==> config.mk <==
export PLATFORM = sky130hd
export DESIGN_NAME = ps_rr_scheduler
export DESIGN_NICKNAME = d
export VERILOG_FILES = /design/src/rtl/ps_rr_scheduler.sv
export SDC_FILE = /design/constraint.sdc
export NUM_CORES = 1
export LEC_CHECK = 0
export ABC_AREA = 1
export ABC_CLOCK_PERIOD_IN_PS = 3100
export BUFFER_PORTS_ARGS = -buffer_cell sky130_fd_sc_hd__buf_4
export CAP_MARGIN = 40
export CORE_ASPECT_RATIO = 1.1
export CORE_MARGIN = 2
export CORE_UTILIZATION = 50
export CTS_CLUSTER_DIAMETER = 40
export DETAILED_ROUTE_END_ITERATION = 8
export PLACE_DENSITY = 0.88
export SLEW_MARGIN = 20
export SYNTH_ARGS = -nofsm -noshare
export SYNTH_HDL_FRONTEND = slang
export SYNTH_SLANG_ARGS = --single-unit
==> constraint.sdc <==
create_clock -name clk -period 3.1 [get_ports clk]
set_clock_uncertainty 0.2 [all_clocks]
set_input_delay 0.155 -clock clk [delete_from_list [all_inputs] [get_ports clk]]
set_output_delay 0.155 -clock clk [all_outputs]
set_load 0.01 [all_outputs]
==> src/rtl/ps_rr_scheduler.sv <==
// Packet-level round-robin scheduler for PacketStream inputs.
// Grants whole packets and inserts a programmable idle gap after each.
module ps_rr_scheduler #(
    parameter int DWIDTH = 8,
    parameter int NPORTS = 4,
    parameter int CWIDTH = 8,
    localparam int SWIDTH = (NPORTS > 1) ? $clog2(NPORTS) : 1
) (
    input  logic                     reset,
    input  logic                     clk,
    input  logic [CWIDTH-1:0]        gap,
    input  logic [NPORTS*DWIDTH-1:0] i_dat,
    input  logic [NPORTS-1:0]        i_val,
    input  logic [NPORTS-1:0]        i_eop,
    output logic [NPORTS-1:0]        i_rdy,
    output logic [DWIDTH-1:0]        o_dat,
    output logic                     o_val,
    output logic                     o_eop,
    input  logic                     o_rdy,
    output logic [SWIDTH-1:0]        o_sel
);

    typedef enum logic [1:0] {IDLE, PASS, GAP} state_t;

    localparam logic [SWIDTH:0]   NP   = (SWIDTH+1)'(NPORTS);
    localparam logic [SWIDTH-1:0] LAST = SWIDTH'(NPORTS - 1);

    state_t            state;
    logic [SWIDTH-1:0] grant;
    logic [SWIDTH-1:0] ptr;
    logic [CWIDTH-1:0] cnt;
    logic [SWIDTH-1:0] pick;
    logic [SWIDTH-1:0] grant_nxt;
    logic [SWIDTH:0]   sum;
    logic              found;
    logic              eop_xfer;

    // First requester at or after ptr, walking the ports cyclically
    always_comb begin
        pick  = ptr;
        found = 1'b0;
        sum   = '0;
        for (int i = 0; i < NPORTS; i++) begin
            sum = {1'b0, ptr} + (SWIDTH+1)'(i);
            if (sum >= NP)
                sum = sum - NP;
            if (!found && i_val[sum[SWIDTH-1:0]]) begin
                found = 1'b1;
                pick  = sum[SWIDTH-1:0];
            end
        end
    end

    assign grant_nxt = (grant == LAST) ? '0 : grant + SWIDTH'(1);
    assign eop_xfer  = (state == PASS) && i_val[grant]
                       && o_rdy && i_eop[grant];

    always_ff @(posedge clk or posedge reset) begin
        if (reset) begin
            state <= IDLE;
            grant <= '0;
            ptr   <= '0;
            cnt   <= '0;
        end else begin
            unique case (state)
                IDLE: begin
                    if (|i_val) begin
                        grant <= pick;
                        state <= PASS;
                    end
                end
                PASS: begin
                    if (eop_xfer) begin
                        ptr <= grant_nxt;
                        if (gap == '0) begin
                            state <= IDLE;
                        end else begin
                            cnt   <= gap;
                            state <= GAP;
                        end
                    end
                end
                GAP: begin
                    cnt <= cnt - CWIDTH'(1);
                    if (cnt == CWIDTH'(1))
                        state <= IDLE;
                end
                default: state <= IDLE;
            endcase
        end
    end

    // Mux stays on the granted port outside PASS; o_val masks it
    always_comb begin
        o_dat = '0;
        for (int k = 0; k < NPORTS; k++)
            if (grant == SWIDTH'(k))
                o_dat = i_dat[k*DWIDTH +: DWIDTH];
    end

    always_comb begin
        i_rdy = '0;
        if (state == PASS)
            i_rdy[grant] = o_rdy;
    end

    assign o_eop = i_eop[grant];
    assign o_val = (state == PASS) && i_val[grant];
    assign o_sel = grant;

endmodule

==> results of run 1 <==
[placed cells by master, fill, tap and decap left out, types with 4 or more instances in the layout]
master and n:
a221oi_1 8, buf_4 66, dfrtp_1 14, dlygate4sd3_1 8, ha_1 6, inv_1 21
inv_2 4, nand2_1 80, nand3_1 19, nor2_1 26, o21ai_0 10, o31ai_1 9
[timing repair]
| action | CTS | global route |
|---|---|---|
| hold endpoints to repair | 21 | 0 |
| hold buffers | 8 | 0 |
| setup endpoints to repair | 0 | 0 |
| gates resized for setup | 0 | 0 |
[registers in the layout (all words and copies together) (netlist names)]
| name | count |
|---|---|
| cnt | 8 |
| o_sel | 2 |
| ptr | 2 |
| state | 2 |
[area by class of cell]
| class | count | share of cell area |
|---|---|---|
| Inverter | 27 | 0.0497 |
| Clock buffer | 4 | 0.0176 |
| Multi-Input combinational cell | 180 | 0.464 |
| Sequential cell | 14 | 0.170 |
| Timing Repair Buffer | 74 | 0.279 |
| Tap cell | 33 | 0.0200 |
[routing by layer]
metal | share of wire | routed length (um) | up-vias | GRT usage
li1 | - | - | 891 | -
met1 | 0.42 | 1700 | 757 | 0.298
met2 | 0.50 | 2020 | 57 | 0.468
met3 | 0.062 | 250 | 6 | 0.0275
met4 | 0.016 | 63 | 0 | 0.0557
met5 | 0 | 0 | - | 0
[where the power goes]
group	internal (W)	leakage, nW	switching [W]	total (W)
Combinational	0.000536	0.900	0.000734	0.00127
Clock	0.0000715	0.0210	0.0000624	0.000134
Sequential	0.000270	0.171	0.000121	0.000390
[worst max path at each step]
stage | depth (start not counted) | slack (ns) | startpoint | end
after floorplan | 6 | 1.0 | o_sel[1] | o_dat[0]
after global placement | 6 | 0.87 | o_sel[1] | o_dat[0]
after detailed placement | 6 | 0.78 | o_sel[1] | o_dat[0]
after CTS | 6 | 0.46 | o_sel[1] | o_dat[0]
after global routing | 6 | 0.27 | o_sel[1] | o_dat[5]
final | 6 | 0.44 | o_sel[1] | o_dat[0]
[worst max-delay path: cells and delay by family (launching register included)]
kind / cells / cell delay, ns
buf+inv: 2 / 0.31
compound gates: 2 / 0.42
fa+ha+maj: 1 / 0.33
simple gates: 1 / 0.46
flops: 1 / 0.50
[cells by family (layout without fill, tap and decap cells)]
family,Yosys count,count (layout),synth area share
simple gates,138,138,0.434
compound gates,36,36,0.184
buf+inv,32,105,0.0857
flops,14,14,0.245
fa+ha+maj,6,6,0.0524
[through the flow]
step / power (W) / utilization
floorplan: 0.00123 / -
global placement: 0.00162 / 0.708
detailed placement: 0.00165 / 0.708
CTS: 0.00179 / 0.750
global route: 0.00197 / 0.750
finish: 0.00179 / 0.750
==> run metrics, run 1 <==
CTS tree yes; worst setup margin 0.441 ns; # fillers 230; Placed Area 0.00195 sq mm; sequential fraction of the synthesis area 0.245; Hold Vio Cnt, Final 0; Total GRT Usage 0.250; Starting Density 0.520; initial antenna violation count 0; reg2reg end o_sel[1]; Synth cell types 30; footprint of the multi-input gates 958 sq um; Vias/cell 5.15; chip width 55.0 um; Synth Warn # 0; Layout area overhead 44.2%; worst slack, placed 0.781 ns; Std-Cell Rows 20; Post-synth top cells nand2_1 (80), nor2_1 (26), inv_1 (21), nand3_1 (19), dfrtp_1 (14); Inst Count DP 320; worst setup path category flop to output port; count leader, synth nand2_1; final setup fails 0; nets between 300 and 400; Core ar. 0.00275 sq mm; Post-synth top flop dfrtp_1; First DRT Iteration DRCs 36; clk slew on worst S/H paths 0.09 ns; number of buffers created by CTS 3; Final Cycle Share 0.858; Startpoint Class flop; reg2reg setup slack 1.23 ns; CP max-delay cell dfrtp_1; fin area 0.00206 sq mm; P per Cell Area 869 mW/mm^2; Slew Limit Headroom 0.598; setup TNS 0 ns; Fin Hold WS 0.000444 ns; Reg-to-Reg Start ptr[0]; Worst-Margin Slew 0.603 ns; die span in y 60.1 um; fin. max-slew vios 0; Detail Route Antenna Nets 0; number of enable flip-flop cells after synthesis 0; FMAX around 0.38 GHz; Worst Setup End Kind output port; post-CTS setup buffers 0; detailed placement HPWL 3160 um; share of the synthesized area in the top cell type 0.245; DR pass1 iterations 4; reg2reg path depth 11; antenna fix cells 0; # IOs 67; CTS max path bufs 2; I/O Buffers 66; min-delay src gap[1]; vias in the first global route around 1400; layout cells sized above 1 0.291; CTS H-tree depth 1; total die area about 0.0033 sq mm; clk root buf clkbuf_4; Synth area leaders dfrtp_1 (24%), nand2_1 (21%), nor2_1 (6.8%); Max FO, Critical Path 10; pin count of the biggest net entering global routing 19; Worst Hold End cnt[1]; Synth Instances 226; final non-filler cell total 332; Leak Pwr roughly 1.1 nW; Worst path max stage delay 0.50 ns; clk_lat worst skew 0.28 ns; # Max-Cap Violations 0; total grt overflow 0; Tmin final 2.66 ns; DRC Markers 0; critical path arrival 2.30 ns; Worst Hold Class primary input to flop; hold path depth 5; largest area contributor in the netlist dfrtp_1; WL/cell 12.2 um; Syn Nets 283; WL final 4040 um; Syn Area/Cell 6.33 sq um; IR drop worst, VDD 0.599 mV; gpl congestion 0.841; Reg area around 350 sq um; Clock Sink Count 14; first-pass GRT wire length between 6000 and 7000 um; RSZ-0062 raised after global routing false; Synth Cell Area 0.00143 sq mm; #FFs+latches synth 14; via count 1711; outcome complete, no violations; Critical Path RT 2.74 ns; worst path cell trace inv_1, ha_1, nor2_1, a221oi_1, o31ai_1, buf_4; Async SR Flop Fraction 1.00
(Power assumes the default switching activity.)
==> run 2: changes to the inputs <==
--- a/config.mk
+++ b/config.mk
@@ -14,6 +14,7 @@
 export CORE_UTILIZATION = 50
 export CTS_CLUSTER_DIAMETER = 40
 export DETAILED_ROUTE_END_ITERATION = 8
+export GPL_TIMING_DRIVEN = 0
 export PLACE_DENSITY = 0.88
 export SLEW_MARGIN = 20
 export SYNTH_ARGS = -nofsm -noshare
==> run 2 against run 1 <==
Combinational power is essentially flat; setup slack lost 0.11 ns; worst hold slack gained 0.15 ns; sequential share of layout area shrank 0.24 points; via count grew 3.3%; flip-flop and latch count is the same; largest cell class unchanged; highest routed layer unchanged.
==> run metrics, run 2 (synthesis gave the netlist of run 1 again) <==
Std-Cell Rows 20; Tmin final 2.77 ns; DR pass1 iterations 4; IR drop worst, VDD 0.531 mV; Inst Count DP 325; critical path arrival 2.41 ns; Layout area overhead 46.3%; final setup fails 0; Reg area between 300 and 400 sq um; RSZ-0062 raised after global routing false; commonest non-fill, non-tap cell in the layout nand2_1; Post-CTS Resized 0; Vias/cell about 5.2; total grt overflow 0; I/O Buffers 66; clk_lat worst skew 0.29 ns; hold buffers post-CTS 9; # IOs 67; First DRT Iteration DRCs 42; footprint of the multi-input gates 958 sq um; Detail Route Antenna Nets 0; vias in the first global route 1556; Worst Hold Class primary input to flop; Largest register FFs 8; Starting Density 0.520; FMAX around 0.36 GHz; total die area about 0.0033 sq mm; die span in y 60.1 um; clk root buf clkbuf_4; Worst Setup End Kind output port; DRC Markers 0; gpl congestion 0.789; Top reg by flops cnt; Leak Pwr 1.10 nW; setup TNS 0 ns; outcome complete, no violations; Total GRT Usage 0.263; WL/cell 12.1 um; met2 Resource Use GR 0.488; worst slack, placed 0.669 ns; Pwr Total 0.00181 W; Clock Sink Count 14; Fin Hold WS roughly 0.15 ns; Worst-Margin Slew 0.545 ns; antenna fix cells 0; grt met3 use 0.0400; CTS H-tree depth 1; fin. max-slew vios 0; Hold Vio Cnt, Final 0; pin count of the biggest net entering global routing 15; # Max-Cap Violations 0; worst setup path category flop to output port; commonest cells after routing, fill and taps aside nand2_1 (80), buf_4 (66), nor2_1 (26), inv_1 (21), nand3_1 (19); Critical Path RT between 2 and 3 ns; P per Cell Area 862 mW/mm^2; GR peak layer met2; via count between 1500 and 2000; first-pass GRT wire length roughly 6400 um; grt met1 use 0.287; clk slew on worst S/H paths 0.08 ns; # fillers 224; layout cells sized above 1 0.289; worst setup margin 0.333 ns; initial antenna violation count 0; post-CTS setup buffers 0; number of buffers created by CTS 3; Core ar. between 0.002 and 0.003 sq mm; final non-filler cell total approximately 340; Max FO, Critical Path 10; CTS max path bufs 2; Slew Limit Headroom 0.636; CTS tree yes; nets 363; Final Cycle Share 0.893; Startpoint Class flop; WL final 4110 um; detailed placement HPWL 3140 um; chip width 55.0 um
==> run 2: cell count changes in the layout (fill, tap and decap cells not counted) <==
cell,change
buf_2,+1
clkbuf_1,+4
dlygate4sd3_1,+1
==> run 2: layout make-up <==
cell class,count,area share
clock buffers,4,0.0173
repair buffers,75,0.280
flip-flops and latches,14,0.167
well taps,33,0.0197
inverters,27,0.0490
multi-input cells,180,0.458
plain buffers,5,0.00956
==> run 2: path summary, 6_finish.rpt <==
kind / startpoint / endpoint / slack [ns] / cells after the start
min: o_rdy / ptr[1] / 0.15 / 5
max reg2reg: o_sel[0] / cnt[5] / 1.30 / 10
min reg2reg: cnt[7] / cnt[7] / 0.35 / 2
max: o_sel[1] / o_dat[5] / 0.33 / 7
min in group asynchronous: reset / o_sel[0] / 0.26 / 3
max in group asynchronous: reset / cnt[5] / 2.09 / 3
==> run 2: layer usage <==
metal | up-vias | wire length (um)
met2 | 51 | 2080
li1 | 903 | -
met1 | 799 | 1700
met5 | - | 0
met3 | 15 | 198
met4 | 0 | 127
==> run 2: worst max-delay path, stage by stage, from the launching register on <==
cell and delay, ns:
dfrtp_1 0.50, inv_1 0.15, ha_1 0.20, clkbuf_1 0.23, nor2_1 0.48, a221oi_1 0.15, o31ai_1 0.24, buf_4 0.16
==> run 2: report_power, final <==
group          switching [W]  internal (W)
Clock              0.0000643     0.0000717
Combinational       0.000750      0.000540
Sequential          0.000111      0.000270
==> run 2: metrics by stage <==
| step | instance area, sq um | utilization |
|---|---|---|
| after floorplan | 1430 | - |
| after global placement | 1970 | 0.715 |
| after detailed placement | 1970 | 0.715 |
| after CTS | 2090 | 0.761 |
| after global routing | 2090 | 0.761 |
| final | 2090 | 0.761 |
